<file path="src/rtl/segdisp_pkg.sv">
// ---------------------------------------------------------------------------
// segdisp_pkg
// Shared definitions for the seven-segment display path.
//   seg_state_e : arbiter ownership state (idle / in hold window / open)
//   BLANK_ALL   : blank mask that darkens all four digits; the scanner
//                 uses the same constant for its own idle display.
// ---------------------------------------------------------------------------
package segdisp_pkg;

    typedef enum logic [1:0] {
        ST_IDLE = 2'd0,
        ST_HOLD = 2'd1,
        ST_OPEN = 2'd2
    } seg_state_e;

    localparam logic [3:0] BLANK_ALL = 4'b1111;

endpackage

</file>
<file path="src/rtl/segdisp_tick.sv">
// ---------------------------------------------------------------------------
// segdisp_tick
// Free-running prescaler. It counts 0..TICK_DIV-1 and wraps. tick_o is high
// for exactly one cycle while the count sits at TICK_DIV-1.
//   i_clock   : clock
//   nreset_i  : synchronous active-low reset (count returns to 0)
//   tick_o    : one-cycle pulse every TICK_DIV cycles
// ---------------------------------------------------------------------------
module segdisp_tick #(
    parameter int TICK_DIV = 50000
) (
    input  logic i_clock,
    input  logic nreset_i,
    output logic tick_o
);

    localparam int CNT_W = (TICK_DIV > 1) ? $clog2(TICK_DIV) : 1;
    localparam logic [CNT_W-1:0] CNT_LAST = CNT_W'(TICK_DIV - 1);

    logic [CNT_W-1:0] cnt_q;
    logic [CNT_W-1:0] cnt_d;

    assign tick_o = (cnt_q == CNT_LAST);
    assign cnt_d  = tick_o ? '0 : cnt_q + CNT_W'(1);

    always_ff @(posedge i_clock) begin
        if (!nreset_i) begin
            cnt_q <= '0;
        end else begin
            cnt_q <= cnt_d;
        end
    end

endmodule

</file>
<file path="src/rtl/segdisp_arbiter.sv">
// ---------------------------------------------------------------------------
// segdisp_arbiter
// Shares the 4-digit multiplexed display between N_REQ requesters. Ownership
// rotates round-robin, every new grant is held for a minimum number of
// prescaler ticks, and requester 0 may optionally preempt immediately.
//   i_clock            : clock
//   nreset_i           : synchronous active-low reset
//   req_i[N_REQ]       : request level per requester
//   data_i[N_REQ][16]  : hex value per requester, [15:12] is the left digit
//   gnt_o[N_REQ]       : one-hot owner, zero when idle
//   data_dig_0..3      : nibbles to the scanner (digit 0 is rightmost)
//   blank_o[4]         : 1 = digit dark, bit i matches data_dig_i
//   busy_o             : a grant is active
// All outputs are registered; the display path follows the next owner so
// data and grant change on the same edge.
// ---------------------------------------------------------------------------
module segdisp_arbiter
    import segdisp_pkg::*;
#(
    parameter int N_REQ      = 3,
    parameter int TICK_DIV   = 50000,
    parameter int HOLD_TICKS = 1000,
    parameter int PREEMPT0   = 1,
    parameter int LZ_BLANK   = 1
) (
    input  logic                   i_clock,
    input  logic                   nreset_i,
    input  logic [N_REQ-1:0]       req_i,
    input  logic [N_REQ-1:0][15:0] data_i,
    output logic [N_REQ-1:0]       gnt_o,
    output logic [3:0]             data_dig_0,
    output logic [3:0]             data_dig_1,
    output logic [3:0]             data_dig_2,
    output logic [3:0]             data_dig_3,
    output logic [3:0]             blank_o,
    output logic                   busy_o
);

    localparam int IDX_W  = (N_REQ > 1) ? $clog2(N_REQ) : 1;
    localparam int HOLD_W = $clog2(HOLD_TICKS + 1);

    // Returns {found, index}: first requester set, scanning upward from
    // last+1 and wrapping. Nearest offset is visited last so it wins.
    function automatic logic [IDX_W:0] rr_pick(input logic [N_REQ-1:0] req,
                                               input logic [IDX_W-1:0] last);
        logic [IDX_W:0]   res;
        logic [IDX_W-1:0] k;
        res = '0;
        for (int i = N_REQ; i >= 1; i--) begin
            k = IDX_W'((int'(last) + i) % N_REQ);
            if (req[k]) res = {1'b1, k};
        end
        return res;
    endfunction

    // Digit k (3..1) is dark when it and every digit to its left are zero.
    function automatic logic [3:0] lz_mask(input logic [15:0] v);
        logic [3:0] m;
        m[3] = (v[15:12] == 4'h0);
        m[2] = m[3] & (v[11:8] == 4'h0);
        m[1] = m[2] & (v[7:4] == 4'h0);
        m[0] = 1'b0;
        return m;
    endfunction

    seg_state_e       state_q, state_d;
    logic [IDX_W-1:0] owner_q, owner_d;
    logic [HOLD_W-1:0] hold_q, hold_d;
    logic [N_REQ-1:0] gnt_q;
    logic [15:0]      dig_q;
    logic [3:0]       blank_q;
    logic             busy_q;

    logic             tick;
    logic             grant_new;
    logic             busy_d;
    logic [N_REQ-1:0] owner_oh;
    logic [IDX_W:0]   pick_any;
    logic [IDX_W:0]   pick_oth;
    logic [15:0]      sel_data;

    segdisp_tick #(
        .TICK_DIV (TICK_DIV)
    ) u_tick (
        .i_clock  (i_clock),
        .nreset_i (nreset_i),
        .tick_o   (tick)
    );

    assign owner_oh = {{(N_REQ-1){1'b0}}, 1'b1} << owner_q;
    assign pick_any = rr_pick(req_i, owner_q);
    assign pick_oth = rr_pick(req_i & ~owner_oh, owner_q);

    // owner_q doubles as the round-robin "last owner" pointer; it keeps its
    // value through IDLE so the next pick continues the rotation.
    always_comb begin
        state_d   = state_q;
        owner_d   = owner_q;
        hold_d    = hold_q;
        grant_new = 1'b0;
        unique case (state_q)
            ST_IDLE: begin
                if (pick_any[IDX_W]) begin
                    grant_new = 1'b1;
                    owner_d   = pick_any[IDX_W-1:0];
                end
            end
            default: begin
                if ((PREEMPT0 != 0) && req_i[0] && (owner_q != '0)) begin
                    grant_new = 1'b1;
                    owner_d   = '0;
                end else if (!req_i[owner_q]) begin
                    if (pick_any[IDX_W]) begin
                        grant_new = 1'b1;
                        owner_d   = pick_any[IDX_W-1:0];
                    end else begin
                        state_d = ST_IDLE;
                    end
                end else if ((state_q == ST_OPEN) && pick_oth[IDX_W]) begin
                    grant_new = 1'b1;
                    owner_d   = pick_oth[IDX_W-1:0];
                end else if ((state_q == ST_HOLD) && tick) begin
                    hold_d = (hold_q != '0) ? hold_q - HOLD_W'(1) : '0;
                    if (hold_q <= HOLD_W'(1)) state_d = ST_OPEN;
                end
            end
        endcase
        if (grant_new) begin
            state_d = ST_HOLD;
            hold_d  = HOLD_W'(HOLD_TICKS);
        end
    end

    assign busy_d   = (state_d != ST_IDLE);
    assign sel_data = data_i[owner_d];

    always_ff @(posedge i_clock) begin
        if (!nreset_i) begin
            state_q <= ST_IDLE;
            owner_q <= IDX_W'(N_REQ - 1);
            hold_q  <= '0;
            gnt_q   <= '0;
            busy_q  <= 1'b0;
            dig_q   <= '0;
            blank_q <= BLANK_ALL;
        end else begin
            state_q <= state_d;
            owner_q <= owner_d;
            hold_q  <= hold_d;
            busy_q  <= busy_d;
            if (busy_d) begin
                gnt_q   <= {{(N_REQ-1){1'b0}}, 1'b1} << owner_d;
                dig_q   <= sel_data;
                blank_q <= (LZ_BLANK != 0) ? lz_mask(sel_data) : 4'b0000;
            end else begin
                gnt_q   <= '0;
                dig_q   <= '0;
                blank_q <= BLANK_ALL;
            end
        end
    end

    assign gnt_o      = gnt_q;
    assign busy_o     = busy_q;
    assign data_dig_0 = dig_q[3:0];
    assign data_dig_1 = dig_q[7:4];
    assign data_dig_2 = dig_q[11:8];
    assign data_dig_3 = dig_q[15:12];
    assign blank_o    = blank_q;

endmodule

</file>
<file path="config.mk">
export PLATFORM = sky130hd
export DESIGN_NAME = segdisp_arbiter
export DESIGN_NICKNAME = d
export VERILOG_FILES = /design/src/rtl/segdisp_pkg.sv /design/src/rtl/segdisp_tick.sv /design/src/rtl/segdisp_arbiter.sv
export SDC_FILE = /design/constraint.sdc
export NUM_CORES = 1
export LEC_CHECK = 0
export ABC_CLOCK_PERIOD_IN_PS = 5500
export CORE_MARGIN = 5
export CORE_UTILIZATION = 52
export CTS_BUF_LIST = sky130_fd_sc_hd__clkbuf_4 sky130_fd_sc_hd__clkbuf_8 sky130_fd_sc_hd__clkbuf_16
export DETAILED_ROUTE_END_ITERATION = 12
export MAX_ROUTING_LAYER = met4
export PLACE_DENSITY = 0.85
export SETUP_SLACK_MARGIN = 0.5
export SLEW_MARGIN = 10
export SYNTH_ARGS = -nofsm -noshare
export SYNTH_HDL_FRONTEND = slang
export SYNTH_SLANG_ARGS = --single-unit
</file>
<file path="constraint.sdc">
create_clock -name i_clock -period 5.5 [get_ports i_clock]
set_clock_uncertainty 0.1 [all_clocks]
set_input_delay 0.55 -clock i_clock [delete_from_list [all_inputs] [get_ports i_clock]]
set_output_delay 0.55 -clock i_clock [all_outputs]
set_load 0.005 [all_outputs]
</file>
==> results_dict.tcl <==
set metrics [dict create \
    outcome "finished clean" \
    gr-total-overflow 0 \
    slew_headroom 0.3592 \
    cts_buffers 5 \
    critPathCaptureType "flop" \
    diodes 0 \
    dp_slack_ns 1.217 \
    port_buffers 76 \
    n_fill_cell 398 \
    final.setup.tns_ns 0 \
    maxCapViolCount 0 \
    avgSynthCellArea_um2 8.412 \
    cts_root_buf "clkbuf_8" \
    p_per_area_nw_per_um2 365.0 \
    regArea_um2 1081 \
    finalMaxSlewViolations 0 \
    p_leak_nw 1.477 \
    rsz0062_at_grt "false" \
    rows 26 \
    synthTopCellsByArea "dfxtp_1, nor2_1, mux2i_1" \
    vdd_drop_max_mv 0.1780 \
    dp_hpwl_um 5576 \
    crit_type "input port to flop" \
    syn_nets 397 \
    syn-cell-area_um2 2826 \
    first_global_vias 2513 \
    ys.flop_type "dfxtp_1" \
    antenna_found_initial 0 \
    die_area_um2 7010 \
    cp_max_fo 20 \
    crit_path_start_kind "input port" \
    cts.clk_slew.worst_paths_ns 0.10 \
    synth_top_cell_area_share 0.3825 \
    core-area_um2 5205 \
    cp.arrival_ns 4.22 \
    routed_wl_um 7386 \
    hp-class "flop to flop" \
    p_sw_uw 484.2 \
    wire_per_inst_um 15.58 \
    worst_pin_slew_ns 0.9548 \
    fin_ws_ns 1.424 \
    synth.distinct_cells 51 \
    ctsHoldBuffers 0 \
    grt_max_degree 24 \
    fin_crit_sh 0.7411 \
    cts_resized 0 \
    synth_edf_count 0 \
    dr.first_iter.drc_count 241 \
    critPathRequiredTime_ns 5.64 \
    initial_utilization 0.5430 \
    post-route-min-period_ns 4.076 \
    clock_power_share 0.171 \
    rrSetupSlack_ns 1.42 \
    die_w_um 83.73 \
    antenna_left 0 \
    comb_power_share 0.454 \
    ys_ff_latch 54 \
    postCtsSetupBuffers 0 \
    dr.pass1.iters 5 \
    die_h_um 83.73 \
    syn_inst 336 \
    multiInputGateArea_um2 1602 \
    grt_pass1_wl_um 12140 \
    layout.nets 464 \
    finalSetupViolCount 0 \
    clock-sinks 54 \
    via_count 2698 \
    whs_ns 0.3479 \
    yosysSeqAreaShare 0.3825 \
    synth.largest_area_cell "dfxtp_1" \
    total_power_mw 1.345 \
    finalWeightedCongestion 0.8933 \
    hold_viol_final 0 \
    swShare 0.3601 \
    pin_count 77 \
    drc 0 \
    via_per_inst 5.692 \
    clock_latency_ns 0.31 \
    p_int_uw 860.5 \
    h-tree-depth 2 \
    ctsLongestPathBuffers 2 \
    grt_util_all_layers 0.2143 \
    pwr-share-seq 0.375 \
    async_flop_share 0 \
    fmax_ghz 0.2453 \
    cts_tree "yes" \
    ys_warn_count 0 \
    areaGrowthSynthToFinish_pct 30.32 \
    drive_gt1_frac 0.03713 \
]
-- area by class of cell --
class,count,area share
clock buffers,5,0.01868
multi-input cells,251,0.4348
clock inverters,3,0.006454
inverters,14,0.01427
repair buffers,77,0.2086
well taps,70,0.02378
flip-flops and latches,54,0.2935
-- cell usage after synthesis, types with 2 or more instances --
| master | n |
|---|---|
| a22oi_1 | 8 |
| buf_6 | 2 |
| inv_1 | 13 |
| clkbuf_1 | 7 |
| a2bb2oi_1 | 8 |
| dfxtp_1 | 54 |
| nand2_1 | 15 |
| mux2i_1 | 11 |
| and3_1 | 7 |
| nand2b_1 | 5 |
| o21ai_1 | 3 |
| nor3_1 | 12 |
| mux2_1 | 5 |
| a21oi_1 | 21 |
| nor4_1 | 2 |
| nor2_1 | 51 |
| xnor2_1 | 4 |
| buf_2 | 7 |
| ha_1 | 8 |
| nor3b_1 | 3 |
| o21a_1 | 3 |
| o211a_1 | 3 |
| nor4b_1 | 2 |
| or3_1 | 4 |
| nand3_1 | 6 |
| and2_1 | 8 |
| a31oi_1 | 3 |
| nor2b_1 | 7 |
| nand4_1 | 6 |
| a211o_1 | 3 |
| xor2_1 | 9 |
| o21ai_0 | 17 |
-- logic make-up (layout without fill, tap and decap cells) --
family                     count (synthesis)  count (layout)  synth area share
and+or+nand+nor                          130             130            0.2258
AOI/OAI and AO/OA                         82              82            0.1988
DFF                                       54              54            0.3825
buffers and inverters                     31              99           0.05091
muxes                                     17              17           0.06286
xor gates and xnor gates                  13              13           0.04028
adders and majority gates                  9               9           0.03896
-- path summary, 6_finish.rpt --
check,depth (start not counted),startpoint,to
min reg2reg,1,u_tick.cnt_q[0]$_SDFF_PP0_,u_tick.cnt_q[0]$_SDFF_PP0_
min,1,u_tick.cnt_q[0]$_SDFF_PP0_,u_tick.cnt_q[0]$_SDFF_PP0_
max reg2reg,12,owner_q[0]$_SDFF_PN0_,blank_o[1]$_SDFF_PN1_
max,11,req_i[1],blank_o[1]$_SDFF_PN1_
-- layout by cell type (no fill, tap or decap), types with 2 or more instances in the layout --
cell type         n
nand2_1          15
clkbuf_8          5
a22oi_1           8
o21a_1            3
a211o_1           3
o211a_1           3
nand3_1           6
clkdlybuf4s50_1  76
nor3_1           12
nand4_1           6
and3_1            7
nor4_1            2
mux2i_1          11
dfxtp_1          54
a31oi_1           3
ha_1              8
nor2b_1           7
nor2_1           51
xnor2_1           4
o21ai_1           3
nor3b_1           3
a21oi_1          21
a2bb2oi_1         8
xor2_1            9
mux2_1            5
or3_1             4
inv_1            13
and2_1            8
nor4b_1           2
nand2b_1          5
o21ai_0          17
clkinvlp_4        2
-- critical path, cell delays in order --
cell             delay, ns
clkdlybuf4s50_1       0.54
nor2b_1               0.45
a2111oi_2             0.15
nor3_1                0.40
a211o_1               0.21
nand3_1               0.58
and2_1                0.52
a2bb2oi_1             0.29
nand4_1               0.18
o21bai_2              0.19
nor2b_1               0.15
-- registers in the layout (all words and copies together), names as in the netlist --
| register | flops |
|---|---|
| gnt_o | 3 |
| blank_o | 4 |
| u_tick.cnt_q | 16 |
| busy_o | 1 |
| hold_q | 10 |
| state_q | 2 |
| owner_q | 2 |
| dig_q | 16 |
-- through the flow --
stage	util	std cells	area (um^2)
floorplan	-	336	2826
global placement	0.6899	466	3591
detailed placement	0.6899	466	3591
CTS	0.7077	474	3684
global route	0.7077	474	3684
finish	0.7077	474	3684
-- routing by layer --
layer,vias to the layer above,part of all wire,track usage
met4,0,0.015,0.06287
met5,-,0,-
met1,1254,0.43,0.2538
met2,110,0.48,0.3579
li1,1320,-,-
met3,14,0.068,0.05627
-- power groups by stage --
stage	registers, mW	clock network, mW	logic, mW
after CTS	0.504	0.233	0.605
after floorplan	0.513	0	0.381
after detailed placement	0.513	0	0.601
after global routing	0.513	0.253	0.662
after global placement	0.513	0	0.586
final	0.504	0.230	0.610
No activity file was read; power rests on OpenSTA's default activity.
